===== config.mk =====
export PLATFORM = sky130hd
export DESIGN_NAME = counter_mod
export DESIGN_NICKNAME = d
export VERILOG_FILES = /design/src/rtl/counter_mod.sv
export SDC_FILE = /design/constraint.sdc
export NUM_CORES = 1
export LEC_CHECK = 0
export CORE_MARGIN = 2
export CORE_UTILIZATION = 46
export DETAILED_ROUTE_END_ITERATION = 7
export PLACE_DENSITY = 0.8
export SYNTH_ARGS = -nofsm -noshare
export SYNTH_HDL_FRONTEND = slang
export SYNTH_SLANG_ARGS = --single-unit

===== constraint.sdc =====
create_clock -name clk -period 2.3 [get_ports clk]
set_input_delay 0.575 -clock clk [delete_from_list [all_inputs] [get_ports clk]]
set_output_delay 0.575 -clock clk [all_outputs]
set_load 0.02 [all_outputs]

===== src/rtl/counter_mod.sv =====
// Parametrised up/down counter with a programmable inclusive upper bound, parallel load,
// wrap/saturate mode, a registered terminal-count pulse and a sticky overflow flag.
module counter_mod #(
    parameter int unsigned WIDTH     = 8,
    parameter int unsigned RESET_VAL = 0
) (
    input  logic             clk,
    input  logic             reset,
    input  logic             en,
    input  logic             up,
    input  logic             sat,
    input  logic             load,
    input  logic [WIDTH-1:0] load_val,
    input  logic [WIDTH-1:0] max_val,
    input  logic             clr_ovf,
    output logic [WIDTH-1:0] count,
    output logic             tc,
    output logic             ovf
);

    localparam logic [WIDTH-1:0] CNT_RESET = WIDTH'(RESET_VAL);
    localparam logic [WIDTH-1:0] CNT_ONE   = {{(WIDTH-1){1'b0}}, 1'b1};
    localparam logic [WIDTH-1:0] CNT_ZERO  = '0;

    logic [WIDTH-1:0] r_count;
    logic             r_tc;
    logic             r_ovf;

    logic [WIDTH-1:0] w_count_next;
    logic             w_bound;
    logic             w_ovf_next;

    always_comb begin
        w_count_next = r_count;
        w_bound      = 1'b0;
        if (load) begin
            w_count_next = (load_val > max_val) ? max_val : load_val;
        end else if (en) begin
            if (up) begin
                // A count already above a freshly lowered bound also wraps/saturates here.
                if (r_count >= max_val) begin
                    w_bound      = 1'b1;
                    w_count_next = sat ? max_val : CNT_ZERO;
                end else begin
                    w_count_next = r_count + CNT_ONE;
                end
            end else begin
                if (r_count > max_val) begin
                    w_count_next = max_val;
                end else if (r_count == CNT_ZERO) begin
                    w_bound      = 1'b1;
                    w_count_next = sat ? CNT_ZERO : max_val;
                end else begin
                    w_count_next = r_count - CNT_ONE;
                end
            end
        end
    end

    // A bound event on the same edge as clr_ovf keeps the flag set.
    always_comb begin
        w_ovf_next = r_ovf;
        if (load) begin
            w_ovf_next = 1'b0;
        end else if (w_bound) begin
            w_ovf_next = 1'b1;
        end else if (clr_ovf) begin
            w_ovf_next = 1'b0;
        end
    end

    always_ff @(posedge clk or posedge reset) begin
        if (reset) begin
            r_count <= CNT_RESET;
            r_tc    <= 1'b0;
            r_ovf   <= 1'b0;
        end else begin
            r_count <= w_count_next;
            r_tc    <= w_bound;
            r_ovf   <= w_ovf_next;
        end
    end

    assign count = r_count;
    assign tc    = r_tc;
    assign ovf   = r_ovf;

endmodule


* Word level (Yosys, flattened, before mapping)
Cells that the tools add are included.
Word-level totals: bits of input ports 23, word-level logic and storage cells 29, bits in registers 10, output and inout port bits 10
Cells by class: $lt $le $gt $ge 3, muxes and demuxes 18, add/subtract/negate cells 2, reductions and logical operators 3
Operators with widths (count):
- 2-to-1 mux 8 bit | 9
- > comparator 8 bit | 2
- 2-to-1 mux 1 bit | 9
- adder 8 x 1 -> 8 bit, second input constant | 1
- >= comparator 8 bit | 1
- zero test 8 bit | 1
- subtractor 8 x 1 -> 8 bit, second input constant | 1
- nonzero test 3 bit | 1
- nonzero test 2 bit | 1

* Depth between registers and ports, before layout
word-level depth 8, depth in mapped cells 10

* Least setup slack after synthesis
Ideal clock, no wire load.
path type input to register, start in max_val[2], end reg r_count[5], in the netlist count[5], stages on the path 9, setup time 0.126 ns, setup slack -0.208 ns, required time 2.174 ns, path buffers 1, arrival 2.382 ns, cells stage by stage inv_1 -> ha_1 -> and4b_1 -> a211oi_1 -> o211ai_1 -> o21a_1 -> clkbuf_1 -> mux2_2 -> a221o_1
On the way: word-level cells in the longest chain between the ends 5, elaborated cells on any way between the ends 9
RTL lines:
- start: declaration | line 14 | input logic [WIDTH-1:0] max_val,
- > comparator 8 bit / >= comparator 8 bit (equally long branches) | line 48, 41
- 2-to-1 mux 8 bit, on equally long branches | line 48, 41
- 2-to-1 mux 8 bit | line 39 | if (up) begin
- 2-to-1 mux 8 bit | line 38 | end else if (en) begin
- 2-to-1 mux 8 bit (*) | line 36 | if (load) begin
- end signal: assignment | line 78 | r_count <= w_count_next;
- end: declaration | line 25 | logic [WIDTH-1:0] r_count;
Mark *: on every way between the ends. The rest lies on a longest branch, timed or not. The select of a mux whose other input is x is not followed. A chain may end at the register's enable or synchronous reset.

* Worst setup path after layout
start reg r_count[2], in the netlist count[2], end reg r_count[5], in the netlist count[5]
On the way: word-level cells in the longest chain between the ends 6, elaborated cells on any way between the ends 11
RTL lines:
- subtractor 8 x 1 -> 8 bit / zero test 8 bit (equally long branches) | line 54, 50
- 2-to-1 mux 8 bit | line 50 | end else if (r_count == CNT_ZERO) begin
- 2-to-1 mux 8 bit | line 48 | if (r_count > max_val) begin
- 2-to-1 mux 8 bit (*) | line 39
- 2-to-1 mux 8 bit (*) | line 38
- 2-to-1 mux 8 bit (*) | line 36
Marks and branches as above.

==> results.sh <==
export IMPL_first_iter_violations=116
export IMPL_clk_latency_ns=0.28
export IMPL_synth_seq_cells=10
export IMPL_highest_layer="met4"
export IMPL_yosysWarnings=0
export IMPL_fin_area_um2=2411
export IMPL_dpl_instance_area_um2=2166
export IMPL_ir_worst_vdd_mv=0.4522
export IMPL_post_drt_wl_per_cell_um=18.21
export IMPL_cts_hold_buf=0
export IMPL_setup_viol=1
export IMPL_cts_buffer_depth=2
export IMPL_register_area_um2=254.0
export IMPL_gp_congestion=0.9034
export IMPL_crit_family="compound AO/OA/AOI/OAI gates"
export IMPL_period_minus_slack_ns=2.330
export IMPL_place_ws_ns=-0.9320
export IMPL_die_h_um=60.51
export IMPL_crit_top_cell="a221o_1"
export IMPL_reg2regPathDepth=6
export IMPL_critical_path_slowest_cell="dfrtp_1"
export IMPL_grt_setup_unrepaired="yes"
export IMPL_coreArea_um2=3053
export IMPL_rows=20
export IMPL_relSlewSlack=0.6381
export IMPL_netlist_instances=178
export IMPL_maxCapViolations=0
export IMPL_start_util=0.4811
export IMPL_clockRootBuffer="clkbuf_4"
export IMPL_tightest_slew_ns=0.5412
export IMPL_cts_tree="done"
export IMPL_wirelength_um=5408
export IMPL_cp_end_kind="flop"
export IMPL_power_density_nw_per_um2=529.2
export IMPL_hold_violations=0
export IMPL_synth_seq_area_share=0.1704
export IMPL_met2_length_um=2744
export IMPL_ys_async_sr_fraction=1.000
export IMPL_path_depth=6
export IMPL_critPathArrivalTime_ns=2.49
export IMPL_final_antenna_net_count=0
export IMPL_route_met3_wl_um=405
export IMPL_grt_usage=0.3144
export IMPL_crit_path_start_kind="flop"
export IMPL_ys_flop_type="dfrtp_1"
export IMPL_overflow=0
export IMPL_holdCritPathClass="reg -> reg"
export IMPL_multi_input_area_um2=1351
export IMPL_synth_cell_types=46
export IMPL_vias_per_cell=6.040
export IMPL_grt_pass1_wl_um=8597
export IMPL_finalCritPeriodShare=1.013
export IMPL_grt_max_degree=18
export IMPL_cp_buffers_inverters=0
export IMPL_antenna_found_initial=0
export IMPL_synthToLayoutAreaGrowth_pct=64.14
export IMPL_port_buffers=32
export IMPL_finish_net_count=296
export IMPL_setup_ws_ns=-0.03036
export IMPL_cts_sinks=10
export IMPL_slowest_delay_ns=0.46
export IMPL_final_cell_mix="buf_4, clkdlybuf4s50_1, nand3_1, ha_4, nand2_1"
export IMPL_n_antenna_cell=0
export IMPL_status="finished with violations"
export IMPL_drt_met1_wl_um=2110
export IMPL_crit_type="reg -> reg"
export IMPL_die_w_um=60.51
export IMPL_max_freq_mhz=429.1
export IMPL_tns_ns=-0.03036
export IMPL_layout_commonest_cell="buf_4"
export IMPL_worstPathCellList="ha_4 > nand4_1 > o21a_1 > a211o_4 > a221o_1 > a221o_1"
export IMPL_drc=0
export IMPL_required_ns=2.46
export IMPL_clk_pin_slew_worst_paths_ns=0.08
export IMPL_numCtsBuffers=3
export IMPL_io_pin_count=33
export IMPL_dr_pass1_iters=4
export IMPL_nFillCells=201
export IMPL_whs_ns=0.5034
export IMPL_grt_pass1_vias=1864
export IMPL_holdPathStages=1
export IMPL_syn_area_per_cell_um2=8.252
export IMPL_p_leak_nw=1.086
export IMPL_syn_area_um2=1469
export IMPL_finalMaxSlewViolations=0
export IMPL_htreeDepth=1
export IMPL_drive_gt1_frac=0.4585
export IMPL_hpwl_um=3791
export IMPL_synth_edff_count=0
export IMPL_die_area_um2=3661
export IMPL_synth_nets=220
export IMPL_worst_clock_skew_ns=0.007906
export IMPL_via_count=1794
export IMPL_cp_max_fo=5
export IMPL_violations="setup timing"
==> flip-flops by register name (all words and copies together) (netlist names) <==
name and flops:
ovf 1, tc 1, count 8
==> worst paths after layout <==
path	start	end	slack, ns
worst max-delay path	count[2]	count[5]	-0.03
worst min-delay path	ovf	ovf	0.50
worst max register to register	count[2]	count[5]	-0.03
worst min register to register	ovf	ovf	0.50
max in group asynchronous	reset	count[3]	1.36
min in group asynchronous	reset	count[2]	0.60
==> kinds of logic after synthesis <==
family / Yosys count / synth area share
compound gates: 49 / 0.2376
xor+xnor: 11 / 0.06559
fa+ha+maj: 19 / 0.1618
buf+inv: 25 / 0.07240
flops: 10 / 0.1704
mux: 10 / 0.07496
simple gates: 54 / 0.2172
==> report_power, final <==
group          internal, mW  leakage (nW)  total [mW]  switching [mW]
Sequential            0.204         0.121       0.243          0.0396
Combinational         0.454         0.949       0.891           0.437
Clock                0.0673        0.0150       0.141          0.0737
Total                 0.725          1.09        1.28           0.551
==> layer usage <==
metal,track usage,vias up
met5,0,-
met1,0.3654,842
met4,0.1273,0
met3,0.06183,22
met2,0.5652,106
li1,-,824
==> layout make-up <==
| cell class | instances | share of cell area |
|---|---|---|
| clock buffers | 4 | 0.01090 |
| inverters | 14 | 0.02802 |
| multi-input cells | 143 | 0.5605 |
| flip-flops and latches | 10 | 0.1053 |
| well taps | 44 | 0.02283 |
| repair buffers | 82 | 0.2724 |
==> per-stage QoR <==
stage / power, mW / utilization / std cells
finish: 1.276 / 0.7898 / 297
global route: 1.353 / 0.7898 / 297
CTS: 1.206 / 0.7746 / 295
detailed placement: 0.9917 / 0.7094 / 284
global placement: 0.9644 / 0.7094 / 284
floorplan: 0.6752 / - / 178
==> Yosys cell counts, types with 6 or more instances <==
master | number | share of area
nand3_1 | 11 | 0.037
nand2_1 | 10 | 0.026
o21ai_0 | 6 | 0.020
mux2_2 | 8 | 0.061
dfrtp_1 | 10 | 0.17
nor3b_1 | 6 | 0.031
xor2_1 | 6 | 0.036
clkbuf_1 | 8 | 0.020
a21oi_1 | 11 | 0.037
inv_1 | 14 | 0.036
ha_1 | 19 | 0.16
==> what timing repair did <==
item | in CTS | in global routing
endpoints found under the setup margin | 10 | 10
gates resized for setup | 75 | 17
hold endpoints to repair | 0 | 0
buffers inserted | 7 | 2
pin swaps | 21 | 8
Power figures use the tool's default switching activity.
